<file path="config.mk">
export PLATFORM = sky130hd
export DESIGN_NAME = vector_vcr_writeback
export DESIGN_NICKNAME = d
export VERILOG_FILES = /design/src/rtl/vector_vcr_writeback.sv
export SDC_FILE = /design/constraint.sdc
export NUM_CORES = 1
export LEC_CHECK = 0
export CORE_UTILIZATION = 54
export DETAILED_ROUTE_END_ITERATION = 6
export GPL_TIMING_DRIVEN = 0
export PLACE_DENSITY = 0.89
export SETUP_SLACK_MARGIN = 0.05
export SYNTH_ARGS = -nofsm -noshare
export SYNTH_HDL_FRONTEND = slang
export SYNTH_SLANG_ARGS = --single-unit
</file>
<file path="constraint.sdc">
create_clock -name clk -period 3.44 [get_ports clk]
set_clock_uncertainty 0.1 [all_clocks]
set_input_delay 1.032 -clock clk [delete_from_list [all_inputs] [get_ports clk]]
set_output_delay 1.032 -clock clk [all_outputs]
set_load 0.005 [all_outputs]
</file>
<file path="src/rtl/vector_vcr_writeback.sv">
// VCR write-back stage: aligns compare type with result, packs lane codes,
// buffers them in a small FIFO and drains into the condition register.
package valu_pkg;
  typedef enum logic [1:0] {
    FULL  = 2'd0,
    HALF  = 2'd1,
    UNDEF = 2'd2
  } elem_type_e;
endpackage

module vector_vcr_writeback
  import valu_pkg::*;
#(
  parameter int NUM_ELEMS = 8,
  parameter int ELEM_SIZE = 16,
  parameter int DEPTH     = 2
) (
  input  logic                   clk,
  input  logic                   reset_n,
  input  logic                   issue,
  input  elem_type_e             elem_type,
  input  logic                   result_avail,
  input  logic                   write_vcr,
  input  logic [2*NUM_ELEMS-1:0] cmp_lt,
  input  logic [2*NUM_ELEMS-1:0] cmp_gt,
  input  logic                   wb_stall,
  output logic                   ready,
  output logic                   vcr_pending,
  output logic [4*NUM_ELEMS-1:0] vcr,
  output logic                   vcr_we,
  output logic                   err
);

  localparam int LANES = 2 * NUM_ELEMS;
  localparam int GRP   = (ELEM_SIZE / 8 < 1) ? 1 : ELEM_SIZE / 8;
  localparam int VW    = 2 * LANES;
  localparam int PW    = (DEPTH > 1) ? $clog2(DEPTH) : 1;
  localparam int CW    = $clog2(DEPTH + 2) + 1;

  elem_type_e      type_q, type_d;
  logic [VW-1:0]   mem_q [DEPTH];
  logic [VW-1:0]   mem_d [DEPTH];
  logic [PW-1:0]   wr_ptr_q, wr_ptr_d;
  logic [PW-1:0]   rd_ptr_q, rd_ptr_d;
  logic            full_q, full_d;
  logic            empty_q, empty_d;
  logic [CW-1:0]   cnt_q, cnt_d;
  logic [VW-1:0]   vcr_q, vcr_d;
  logic            vcr_we_q, vcr_we_d;
  logic            err_q, err_d;

  logic [VW-1:0]   code;
  logic            cerr;
  logic            pop;
  logic            push;
  logic            ret_nw;
  logic            inc;

  function automatic logic [PW-1:0] nxt_ptr(input logic [PW-1:0] p);
    return (p == PW'(DEPTH - 1)) ? '0 : p + 1'b1;
  endfunction

  always_comb begin
    code = '0;
    cerr = 1'b0;
    unique case (type_q)
      HALF: begin
        for (int j = 0; j < LANES; j++) begin
          code[2*j +: 2] = {cmp_lt[j], cmp_gt[j]};
          cerr = cerr | (cmp_lt[j] & cmp_gt[j]);
        end
      end
      FULL: begin
        for (int j = 0; j < LANES; j++) begin
          code[2*j +: 2] = {cmp_lt[j - (j % GRP)], cmp_gt[j - (j % GRP)]};
          if (j % GRP == 0)
            cerr = cerr | (cmp_lt[j] & cmp_gt[j]);
        end
      end
      default: begin
        code = '1;
        cerr = 1'b1;
      end
    endcase
  end

  // A pop this cycle frees a slot, so back-to-back issue can sustain.
  assign pop         = !empty_q && !wb_stall;
  assign push        = result_avail && write_vcr && (!full_q || pop);
  assign ret_nw      = result_avail && !write_vcr;
  assign ready       = cnt_q < (CW'(DEPTH) + CW'(pop));
  assign inc         = issue && ready;
  assign vcr_pending = cnt_q != '0;

  always_comb begin
    mem_d    = mem_q;
    wr_ptr_d = wr_ptr_q;
    rd_ptr_d = rd_ptr_q;
    full_d   = full_q;
    empty_d  = empty_q;
    if (push) begin
      mem_d[wr_ptr_q] = code;
      wr_ptr_d        = nxt_ptr(wr_ptr_q);
    end
    if (pop)
      rd_ptr_d = nxt_ptr(rd_ptr_q);
    if (push && !pop) begin
      empty_d = 1'b0;
      full_d  = nxt_ptr(wr_ptr_q) == rd_ptr_q;
    end else if (pop && !push) begin
      full_d  = 1'b0;
      empty_d = nxt_ptr(rd_ptr_q) == wr_ptr_q;
    end
  end

  always_comb begin
    type_d   = inc ? elem_type : type_q;
    cnt_d    = cnt_q + CW'(inc) - CW'(pop) - CW'(ret_nw);
    vcr_d    = pop ? mem_q[rd_ptr_q] : vcr_q;
    vcr_we_d = pop;
    err_d    = err_q | (result_avail & cerr);
  end

  always_ff @(posedge clk or negedge reset_n) begin
    if (!reset_n) begin
      type_q   <= FULL;
      for (int i = 0; i < DEPTH; i++)
        mem_q[i] <= '0;
      wr_ptr_q <= '0;
      rd_ptr_q <= '0;
      full_q   <= 1'b0;
      empty_q  <= 1'b1;
      cnt_q    <= '0;
      vcr_q    <= '0;
      vcr_we_q <= 1'b0;
      err_q    <= 1'b0;
    end else begin
      type_q   <= type_d;
      mem_q    <= mem_d;
      wr_ptr_q <= wr_ptr_d;
      rd_ptr_q <= rd_ptr_d;
      full_q   <= full_d;
      empty_q  <= empty_d;
      cnt_q    <= cnt_d;
      vcr_q    <= vcr_d;
      vcr_we_q <= vcr_we_d;
      err_q    <= err_d;
    end
  end

  assign vcr    = vcr_q;
  assign vcr_we = vcr_we_q;
  assign err    = err_q;

endmodule

</file>
* After elaboration in Yosys (flattened, before gate mapping)
Cells that the tools add are included.
Word-level totals: bits in registers 107, bits in latches 0, memory bits (writable) 0, memory bits (read-only) 0, input bits 40, output and inout port bits 36, logic and storage cells 105, memories kept 0
Operators by class: add/sub/neg operators 6, multiply operators 0, div/mod/pow operators 0, magnitude comparators 4, equality and inequality tests 3, shift-type cells 0, mux-type cells 21, bitwise operators 42, reduce and logical (&&, ||, !) cells 18
Operators with widths (number):
- 2-to-1 mux 32 bit | 4
- bitwise mux 64 bit | 1
- one-hot mux 32 bit (2 select lines) | 1
- demux 32 bit (select 1 bit) | 1
- bitwise OR 1 bit | 23
- bitwise AND 1 bit | 17
- 2-to-1 mux 1 bit | 13
- logical AND 1 bit | 8
- zero test 1 bit | 6
- subtractor 3 x 1 -> 3 bit | 2
- greater-or-equal comparator 2 bit (second input constant) | 2
- inverter 1 -> 2 bit | 2
- adder 2 x 1 -> 3 bit (first input constant) | 1
- adder 3 x 1 -> 3 bit | 1
- less-than comparator 3 bit | 1
- nonzero test 3 bit | 1
- adder 1 bit (second input constant) | 2
- == test 1 bit | 2
- == test 2 x 1 -> 1 bit (second input constant) | 1
- zero test 2 bit | 1
- less-than comparator 2 x 1 -> 1 bit (second input constant) | 1
- one-hot mux 1 bit (2 select lines) | 1
- nonzero test 2 bit | 1
- logical OR 1 bit | 1

* Longest topological paths before layout
Gate-level depths: netlist (run 1).
depth after elaboration 19, gate-level depth with buffers 11

* Least setup slack after synthesis (run 1)
OpenSTA, ideal clock, no wires.
kind input-to-reg, from input port wb_stall, to register cnt_q[2], library setup time 0.123 ns, arrival 2.897 ns, required time 3.217 ns, slack 0.321 ns, cell stages on the path 9, buffers on the path 3, cells stage by stage or2_1 -> buf_6 -> clkbuf_1 -> clkbuf_1 -> fa_1 -> ha_1 -> ha_1 -> xnor2_1 -> xnor2_1
On the way: longest elaborated chain between the ends 8
RTL lines:
- start: declaration | line 26 | input logic wb_stall,
- zero test 1 bit * | line 88 | assign pop = !empty_q && !wb_stall;
- logical AND 1 bit * | line 88
- adder 2 x 1 -> 3 bit | line 91 | assign ready = cnt_q < (CW'(DEPTH) + CW'(pop));
- less-than comparator 3 bit | line 91
- logical AND 1 bit | line 92 | assign inc = issue && ready;
- adder 3 x 1 -> 3 bit | line 118 | cnt_d = cnt_q + CW'(inc) - CW'(pop) - CW'(ret_nw);
- subtractor 3 x 1 -> 3 bit * (2 in a row) | line 118
- net cnt_d[2] | line 47 | logic [CW-1:0] cnt_q, cnt_d;
- end signal: assignment | line 144 | cnt_q <= cnt_d;
- end: declaration | line 47
The timed path passes the listed nets; every way through them passes the cells marked *. A chain may end at the register's enable or synchronous reset.

* Worst setup path after layout (run 1)
from input port wb_stall, to output port ready
On the way: longest elaborated chain between the ends 4
RTL lines:
- zero test 1 bit | line 88
- logical AND 1 bit | line 88
- adder 2 x 1 -> 3 bit | line 91
- less-than comparator 3 bit | line 91
- end: declaration | line 27 | output logic ready,
No other way between the ends.

==> flow_summary.yaml, run 1 <==
setup_path:
  crit_family: "buffers and inverters"
  startpoint_type: "primary input"
  critical_path_class: "primary input to output port"
  path_buf_inv: 2
  path_cells: "clkdlybuf4s50_1, o31ai_2, and2_1, dlygate4sd2_1"
  startpoint: "wb_stall"
  reg2reg_from: "empty_q$_DFFE_PN1P_"
  crit_path_end_kind: "output port"
  crit_path_max_incr_delay_ns: 0.42
  cp_slowest_cell: "clkdlybuf4s50_1"
  required_ns: 2.31
  worstPathArrival_ns: 2.08
  worst-path-max-fanout: 2
pwr:
  peakVddDrop_v: 0.0004291
  design_power_total_mw: 5.133
  power_density_nw_per_um2: 860.0
  leakagePower_nw: 2.520
synth:
  synth_top_cell_area_share_pct: 54.64
  async_flop_share_pct: 100.0
  yosysSeqAreaShare_pct: 55.18
  synth.area.top_cells: "dfrtp_1 55%, mux2_2 14%, mux2i_1 6.6%"
  syn_avg_cell_area_um2: 12.64
  synth.largest_area_cell: "dfrtp_1"
  synth_fp_nets: 429
  synth_top_cells_by_count: "106 x dfrtp_1, 62 x mux2_2, 35 x nand2_1"
  ys_ff_latch: 107
  synth-edff-count: 0
  synthCells: 384
  synth_area_um2: 4855
  synth_cell_types: 35
  ys.flop_type: "dfrtp_1"
  synth_most_common_cell: "dfrtp_1"
  ys_warn_count: 0
cts:
  cts_inserted_buffers: 9
  cts_setup_buffers: 0
  htree_levels: 3
  ctsHoldBuffers: 0
  clk_latency_ns: 0.37
  cts_tree: "done"
  clockBufferDepth: 2
  cts-root-buf: "clkbuf_8"
  cts.sinks: 107
  clkTransAtPathRegs_ns: 0.09
die:
  dieArea_um2: 9373
  io_pins: 76
  fp-row-count: 34
  die_height_um: 96.82
  die_w_um: 96.82
  initial_core_util_pct: 55.67
  core_um2: 8721
global_routing:
  grt_pass1_vias: 3588
  antenna_found_initial: 0
  grt-ovfl-total: 0
  grt_pass1_wl_mm: 18.05
  grt_use_total_pct: 24.58
  grt_max_degree: 70
drt:
  vias: 3335
  finalWirelength_mm: 10.75
  drt_iter0_markers: 166
  vias_per_cell: 5.711
  firstDrtPassIters: 4
  wl_per_cell_um: 18.41
  ant_nets: 0
  drc: 0
final_layout:
  area_growth_pct: 22.94
  antenna_cells: 0
  fin_cells: 584
  num-fill-cells: 619
  final_nets: 516
  drive_above_1_share_pct: 23.53
timing:
  rsz0062_at_grt: "no"
  setup_viol: 0
  slew_violations: 0
  hold_viol: 0
  relSlewSlack_pct: 63.08
  tightestPinTransition_ns: 0.5538
  hold_ws_ns: 0.3831
  fin_crit_sh_pct: 93.41
  max_freq_mhz: 311.2
  fin_crit_ns: 3.213
hold_path:
  hold_path.startpoint: "vcr[11]$_DFFE_PN0P_"
  hold_path_class: "flop to flop"
placement:
  post-dp-hpwl_mm: 7.807
  placed_cells: 568
  io_buffers: 75
  place_congestion: 0.9283
status:
  status: "complete, no violations"
run:
  drv_cap: 0
-- kinds of logic after synthesis --
group | after synthesis | share of synthesized area (%)
DFF | 107 | 55.18
muxes | 98 | 21.91
and+or+nand+nor | 74 | 7.732
AOI/OAI and AO/OA | 64 | 9.253
buffers and inverters | 31 | 3.583
xor gates and xnor gates | 5 | 0.9020
adders and majority gates | 5 | 1.443
-- area by class of cell --
type	instances	area, um2	share of cell area (%)
multi-input cells	246	2007	33.63
well taps	108	135.1	2.264
clock inverters	3	21.27	0.3564
plain buffers	24	156.4	2.621
flip-flops and latches	107	2679	44.88
clock buffers	13	168.9	2.830
inverters	7	26.28	0.4403
repair buffers	76	774.5	12.98
-- final timing paths --
| kind | endpoint | slack, ns | cells after the start |
|---|---|---|---|
| setup / recovery | ready | 0.23 | 4 |
| hold / removal | vcr[11]$_DFFE_PN0P_ | 0.38 | 2 |
| setup reg to reg | cnt_q[2]$_DFF_PN0_ | 0.91 | 9 |
| hold reg to reg | vcr[11]$_DFFE_PN0P_ | 0.38 | 2 |
| max in group asynchronous | empty_q$_DFFE_PN1P_ | 1.99 | 2 |
| min in group asynchronous | vcr[3]$_DFFE_PN0P_ | 0.52 | 1 |
-- metal layers --
| layer | global-route usage (%) | up-vias | routed length, um |
|---|---|---|---|
| li1 | - | 1516 | - |
| met1 | 32.83 | 1719 | 4749 |
| met2 | 40.52 | 83 | 5383 |
| met3 | 3.829 | 17 | 426 |
| met4 | 9.644 | 0 | 195 |
| met5 | 0 | - | 0 |
-- power breakdown --
part / leakage, nW / total (mW) / switching (mW) / internal (mW)
registers: 1.21 / 2.22 / 0.352 / 1.87
logic: 1.21 / 2.18 / 0.962 / 1.22
clock network: 0.0956 / 0.734 / 0.410 / 0.324
total: 2.52 / 5.13 / 1.72 / 3.41
-- through the flow --
stage	setup slack (ns)	TNS, ns	area (um2)	utilization (%)
after global placement	-2.500	-266.65	5741	65.83
after global routing	0.08681	0	5968	68.44
after floorplan	0.3208	0	4855	-
after detailed placement	-0.5834	-1.261	5766	66.11
final	0.2265	0	5968	68.44
after CTS	0.1378	0	5962	68.36
-- what timing repair did --
| item | in CTS | in global routing |
|---|---|---|
| pin swaps | 2 | 0 |
| resized for setup | 4 | 4 |
| setup endpoints to repair | 3 | 1 |
-- state kept, by name (all words and copies together) (netlist names) --
signal / flops
full_q: 1
vcr: 32
err: 1
cnt_q: 3
mem_q: 64
vcr_we: 1
rd_ptr_q: 1
empty_q: 1
type_q: 2
wr_ptr_q: 1
-- cells in the final DEF (no fill, tap or decap), drive strengths merged, types with 2 or more instances in the layout --
cell           netlist  routed
dfrtp              106     106
clkdlybuf4s50        0      73
mux2                66      66
nand2               35      35
o21ai               33      33
mux2i               32      32
clkbuf              12      24
a211o               17      17
or2                 17      17
buf                 12      15
nor2b               13      13
inv                  7       7
a22oi                6       6
xnor2                4       4
ha                   4       4
and2b                3       3
a211oi               2       2
clkinv               0       2
-- worst reg2reg max path, cell delays in order, from the launching register on --
cell and delay, ns:
dfstp_2 0.56, or2_1 0.12, buf_6 0.14, clkbuf_2 0.23
buf_6 0.19, fa_1 0.43, ha_1 0.20, ha_1 0.19
xnor2_1 0.17, xnor2_1 0.13
Note: power is estimated with default switching activity, not from simulation.
==> run 2, diff against run 1 <==
--- a/config.mk
+++ b/config.mk
@@ -5,10 +5,12 @@
 export SDC_FILE = /design/constraint.sdc
 export NUM_CORES = 1
 export LEC_CHECK = 0
-export CORE_UTILIZATION = 54
+export CELL_PAD_IN_SITES_DETAIL_PLACEMENT = 1
+export CELL_PAD_IN_SITES_GLOBAL_PLACEMENT = 1
+export CORE_UTILIZATION = 43
 export DETAILED_ROUTE_END_ITERATION = 6
 export GPL_TIMING_DRIVEN = 0
-export PLACE_DENSITY = 0.89
+export PLACE_DENSITY = 0.88
 export SETUP_SLACK_MARGIN = 0.05
 export SYNTH_ARGS = -nofsm -noshare
 export SYNTH_HDL_FRONTEND = slang
==> run 2 against run 1 <==
- design area up 1.9%
- non-clock buffer count is 1 lower
- combinational power rose by 2%
- global-route usage shrank 1.6 points
- utilization decreased by 13 points
- routed wire length increased by 14%
- total power increased by 5.6%
- setup slack worse by 0.11 ns
- sequential power is essentially flat
- clock power is 31% higher
- cell count grew 5.3%
- count of clock-buffer cells in the layout did not move
- highest routed layer unchanged
==> flow_summary.yaml, run 2 (synthesis results as in run 1) <==
drt:
  vias_per_cell: 5.436
  drc: 0
  drt_iter0_markers: 74
  ant_nets: 0
  firstDrtPassIters: 4
  vias: 3343
  wl_per_cell_um: 19.97
  finalWirelength_mm: 12.28
final_layout:
  largest_register_ffs: 64
  max_flop_register: "mem_q"
  area_growth_pct: 25.26
  antenna_cells: 0
  final_common_cell: "dfrtp_1"
  fin_area_um2: 6081
  final_nets: 515
  fin_cells: 615
  final_cell_mix: "106 x dfrtp_1, 73 x clkdlybuf4s50_1, 62 x mux2_2"
  num-fill-cells: 1137
  drive_above_1_share_pct: 22.95
timing:
  max_freq_mhz: 300.6
  hold_viol: 0
  setup_viol: 0
  fin_crit_ns: 3.327
  tightestPinTransition_ns: 0.5980
  rsz0062_at_grt: "no"
  hold_ws_ns: 0.3809
  relSlewSlack_pct: 60.14
  slew_violations: 0
  fin_crit_sh_pct: 96.72
global_routing:
  grt-ovfl-total: 0
  grt_use_total_pct: 23.00
  antenna_found_initial: 0
  grt_pass1_vias: 3793
  grt_pass1_wl_mm: 20.12
  grt_max_degree: 65
pwr:
  clkPwrFrac_pct: 17.7
  intPower_mw: 3.604
  p_sw_share_pct: 33.49
  leakagePower_nw: 2.543
  p_seq_share_pct: 41.2
  p_comb_share_pct: 41.1
  design_power_total_mw: 5.419
  p_sw_mw: 1.815
  peakVddDrop_v: 0.0003560
  power_density_nw_per_um2: 891.1
cts:
  htree_levels: 3
  cts.sinks: 107
  ctsResizeCount: 3
  cts_tree: "done"
  cts_inserted_buffers: 9
  ctsHoldBuffers: 0
  clkTransAtPathRegs_ns: 0.07
  clockBufferDepth: 2
  clk_latency_ns: 0.34
  cts_setup_buffers: 0
  cts-root-buf: "clkbuf_16"
placement:
  place_congestion: 0.7491
  placed_cells: 600
  io_buffers: 75
  dpl_cell_area_um2: 5806
  post-dp-hpwl_mm: 8.931
setup_path:
  worst-path-max-fanout: 2
  path_buf_inv: 2
  required_ns: 2.31
  crit_family: "buffers and inverters"
  r2r_end: "cnt_q[2]$_DFF_PN0_"
  critical_path_class: "primary input to output port"
  crit_path_max_incr_delay_ns: 0.50
  path_cells: "dlygate4sd2_1, o31ai_2, and2_1, clkdlybuf4s50_1"
  reg2reg_depth: 8
  rrSetupSlack_ns: 0.85
  worstPathArrival_ns: 2.20
  crit_path_end_kind: "output port"
  startpoint_type: "primary input"
  reg2reg_from: "empty_q$_DFFE_PN1P_"
  cp_slowest_cell: "clkdlybuf4s50_1"
die:
  io_pins: 76
  core_um2: 10940
  die_height_um: 108.3
  initial_core_util_pct: 44.39
  die_w_um: 108.3
  dieArea_um2: 11720
  fp-row-count: 38
hold_path:
  hold_path.startpoint: "vcr[8]$_DFFE_PN0P_"
  hold_path_class: "flop to flop"
  hold_depth: 2
  holdPathEnd: "vcr[8]$_DFFE_PN0P_"
status:
  status: "complete, no violations"
run:
  drv_cap: 0
## run 2: cell count changes in the layout (fill, tap and decap cells not counted), sizes merged
cell | previous run | this run
buf | 15 | 14
clkinv | 2 | 1
clkinvlp | 1 | 2
## run 2: area by class of cell
type	instances	area [um2]	share of cell area (%)
Sequential cell	107	2679	44.05
Multi-Input combinational cell	246	2007	33.00
Timing Repair Buffer	76	774.5	12.74
Clock buffer	13	250.2	4.115
Tap cell	140	175.2	2.881
Buffer	23	145.1	2.387
Inverter	7	26.28	0.4321
Clock inverter	3	23.77	0.3909
## run 2: how the worst max path moves through the flow
stage	from	to	slack (ns)	cells past startpoint
floorplan	wb_stall	cnt_q[2]$_DFF_PN0_	0.32	9
global placement	reset_n	vcr[16]$_DFFE_PN0P_	-2.67	1
detailed placement	wb_stall	cnt_q[2]$_DFF_PN0_	-0.79	10
CTS	wb_stall	ready	0.14	4
global route	wb_stall	ready	0.07	4
finish	wb_stall	ready	0.11	4
## run 2: tightest hold or removal path: stages (launching register included)
cell and delay, ns:
dfrtp_1 0.34, nand2_1 0.05, o21ai_0 0.06
## run 2: power groups by stage
stage / registers, mW / clock network, mW / logic (mW)
floorplan: 2.17 / 0 / 1.33
global placement: 2.20 / 0 / 2.12
detailed placement: 2.25 / 0 / 2.23
CTS: 2.24 / 0.978 / 2.25
global route: 2.31 / 1.02 / 2.45
finish: 2.23 / 0.960 / 2.23
## run 2: per-stage QoR
| step | util [%] | setup TNS [ns] | worst slack [ns] |
|---|---|---|---|
| 2_1_floorplan | - | 0 | 0.3208 |
| 5_1_grt | 55.61 | 0 | 0.07207 |
| 6_report | 55.61 | 0 | 0.1128 |
| 3_3_place_gp | 52.86 | -285.17 | -2.669 |
| 4_1_cts | 55.61 | 0 | 0.1368 |
| 3_5_place_dp | 53.09 | -2.095 | -0.7879 |
## run 2: layer usage
| metal | wire (um) | vias to the layer above | GRT usage [%] | part of all wire, % |
|---|---|---|---|---|
| li1 | - | 1511 | - | - |
| met1 | 5357 | 1747 | 28.53 | 44 |
| met3 | 289 | 21 | 3.315 | 2.4 |
| met4 | 273 | 0 | 8.494 | 2.2 |
| met2 | 6362 | 64 | 40.63 | 52 |
| met5 | 0 | - | 0 | 0 |
==> run 3, diff against run 2 <==
--- a/config.mk
+++ b/config.mk
@@ -5,12 +5,12 @@
 export SDC_FILE = /design/constraint.sdc
 export NUM_CORES = 1
 export LEC_CHECK = 0
+export ABC_AREA = 1
 export CELL_PAD_IN_SITES_DETAIL_PLACEMENT = 1
 export CELL_PAD_IN_SITES_GLOBAL_PLACEMENT = 1
-export CORE_UTILIZATION = 43
+export CORE_UTILIZATION = 40
 export DETAILED_ROUTE_END_ITERATION = 6
-export GPL_TIMING_DRIVEN = 0
-export PLACE_DENSITY = 0.88
+export PLACE_DENSITY = 0.89
 export SETUP_SLACK_MARGIN = 0.05
 export SYNTH_ARGS = -nofsm -noshare
 export SYNTH_HDL_FRONTEND = slang
==> run 3 against run 2 <==
- synthesized area shrank 2.5%
- fmax grew 4.9%
- design area shrank 4.1%
- flip-flop and latch count is the same
- sequential power grew 2%
- utilization shrank 4.8 points
- hold slack lost 0.0061 ns
- count of clock-buffer cells in the layout grew 1
- synthesized cell count grew 45%
- setup slack gained 0.16 ns
- critical path type unchanged
==> flow_summary.yaml, run 3 <==
status:
  status: "complete, no violations"
setup_path:
  crit_path_end_kind: "output port"
  worstPathArrival_ns: 2.04
  critical_path_class: "primary input to output port"
  required_ns: 2.31
  worst-path-max-fanout: 2
  startpoint_type: "primary input"
cts:
  htree_levels: 3
  cts_tree: "done"
  ctsResizeCount: 2
  clk_latency_ns: 0.34
  clockBufferDepth: 2
  cts_setup_buffers: 0
  cts_inserted_buffers: 9
  cts-root-buf: "clkbuf_16"
  clkTransAtPathRegs_ns: 0.06
  cts.sinks: 107
  ctsHoldBuffers: 0
run:
  drv_cap: 0
placement:
  placed_cells: 752
  dpl_cell_area_um2: 5554
  dp_slack_ns: -0.05143
  post-dp-hpwl_mm: 8.945
  place_congestion: 0.7701
  io_buffers: 75
final_layout:
  final_cell_mix: "200 x nand2_1, 106 x dfrtp_1, 98 x o21ai_0"
  largest_register_ffs: 64
  final_nets: 665
  max_flop_register: "mem_q"
  multi_input_comb_area_um2: 1782
  fin_area_um2: 5831
  num-fill-cells: 1358
  final-seq-area_um2: 2679
  fin_cells: 768
  final_common_cell: "nand2_1"
  area_growth_pct: 23.18
  antenna_cells: 0
  drive_above_1_share_pct: 6.240
drt:
  vias: 4037
  drc: 0
  wl_per_cell_um: 17.72
  firstDrtPassIters: 4
  drt_iter0_markers: 223
  finalWirelength_mm: 13.61
  ant_nets: 0
  vias_per_cell: 5.257
synth:
  synth_fp_nets: 601
  ys_ff_latch: 107
  synth_top_cell_area_share_pct: 56.04
  syn_avg_cell_area_um2: 8.513
  synth_most_common_cell: "nand2_1"
  async_flop_share_pct: 100.0
  yosysSeqAreaShare_pct: 56.60
  synth.area.top_cells: "dfrtp_1 56%, nand2_1 16%, o21ai_0 10%"
  synth_area_um2: 4733
  ys.flop_type: "dfrtp_1"
  synth.largest_area_cell: "dfrtp_1"
  synth_cell_types: 27
  ys_warn_count: 0
  synthCells: 556
  synth-edff-count: 0
  synth_top_cells_by_count: "200 x nand2_1, 106 x dfrtp_1, 98 x o21ai_0"
pwr:
  power_density_nw_per_um2: 890.4
  leakagePower_nw: 2.758
  peakVddDrop_v: 0.0003310
timing:
  setup_viol: 0
  layout_setup_ws_ns: 0.2682
  hold_ws_ns: 0.3748
  hold_viol: 0
  tightestPinTransition_ns: 1.233
  tns_ns: 0
  max_freq_mhz: 315.3
  relSlewSlack_pct: 17.74
  rsz0062_at_grt: "no"
  slew_violations: 0
  fin_crit_sh_pct: 92.20
  fin_crit_ns: 3.172
die:
  core_um2: 11470
  dieArea_um2: 12270
  initial_core_util_pct: 41.28
  die_w_um: 110.8
  io_pins: 76
  die_height_um: 110.8
  fp-row-count: 39
global_routing:
  antenna_found_initial: 0
  grt_pass1_vias: 4456
  grt-ovfl-total: 0
  grt_max_degree: 95
  grt_pass1_wl_mm: 22.07
  grt_use_total_pct: 22.86
hold_path:
  hold_path_class: "flop to flop"
[run 3: metal layers]
| metal | GRT usage (%) | routed length (um) |
|---|---|---|
| met1 | 28.14 | 5732 |
| met2 | 40.75 | 7118 |
| met3 | 2.296 | 445 |
| met4 | 9.778 | 314 |
| met5 | 0 | 0 |
[run 3: critical path: stages]
cell             delay (ns)
clkdlybuf4s50_1        0.45
nor2_4                 0.13
nand2_1                0.07
a21oi_2                0.13
dlygate4sd2_1          0.24
[run 3: report_power, final]
group          internal, mW  switching, mW  total [mW]
combinational         0.841           1.11        1.95
clock                 0.530          0.434       0.964
sequential             1.87          0.405        2.27
[run 3: metrics by stage]
stage	power [mW]	utilization [%]
6_report	5.191	50.85
4_1_cts	5.233	50.85
5_1_grt	5.550	50.85
3_3_place_gp	4.078	48.43
2_1_floorplan	3.305	-
3_5_place_dp	4.243	48.43
[run 3: final cells by class]
class,instances,share of cell area (%)
Timing Repair Buffer,83,14.06
Clock buffer,14,4.528
Tap cell,143,3.069
Clock inverter,2,0.1717
Multi-Input combinational cell,393,30.56
Sequential cell,107,45.94
Inverter,26,1.674
[run 3: path summary, 6_finish.rpt]
kind                            slack (ns)                   end                start  depth (start not counted)
worst min-delay path                  0.37         err$_DFF_PN0_        err$_DFF_PN0_                          2
worst max-delay path                  0.27                 ready             wb_stall                          5
worst min register to register        0.37         err$_DFF_PN0_        err$_DFF_PN0_                          2
worst max register to register        1.23    cnt_q[2]$_DFF_PN0_  empty_q$_DFFE_PN1P_                          9
max in group asynchronous             2.05  mem_q[1]$_DFFE_PN0P_              reset_n                          2
min in group asynchronous             0.44   vcr[18]$_DFFE_PN0P_              reset_n                          1
[run 3: cells by family after synthesis]
kind of cell / after synthesis / synth area share, %
adders and majority gates: 5 / 1.480
buffers and inverters: 56 / 5.842
and+or+nand+nor: 259 / 21.25
AOI/OAI and AO/OA: 125 / 14.09
xor gates and xnor gates: 4 / 0.7403
DFF: 107 / 56.60
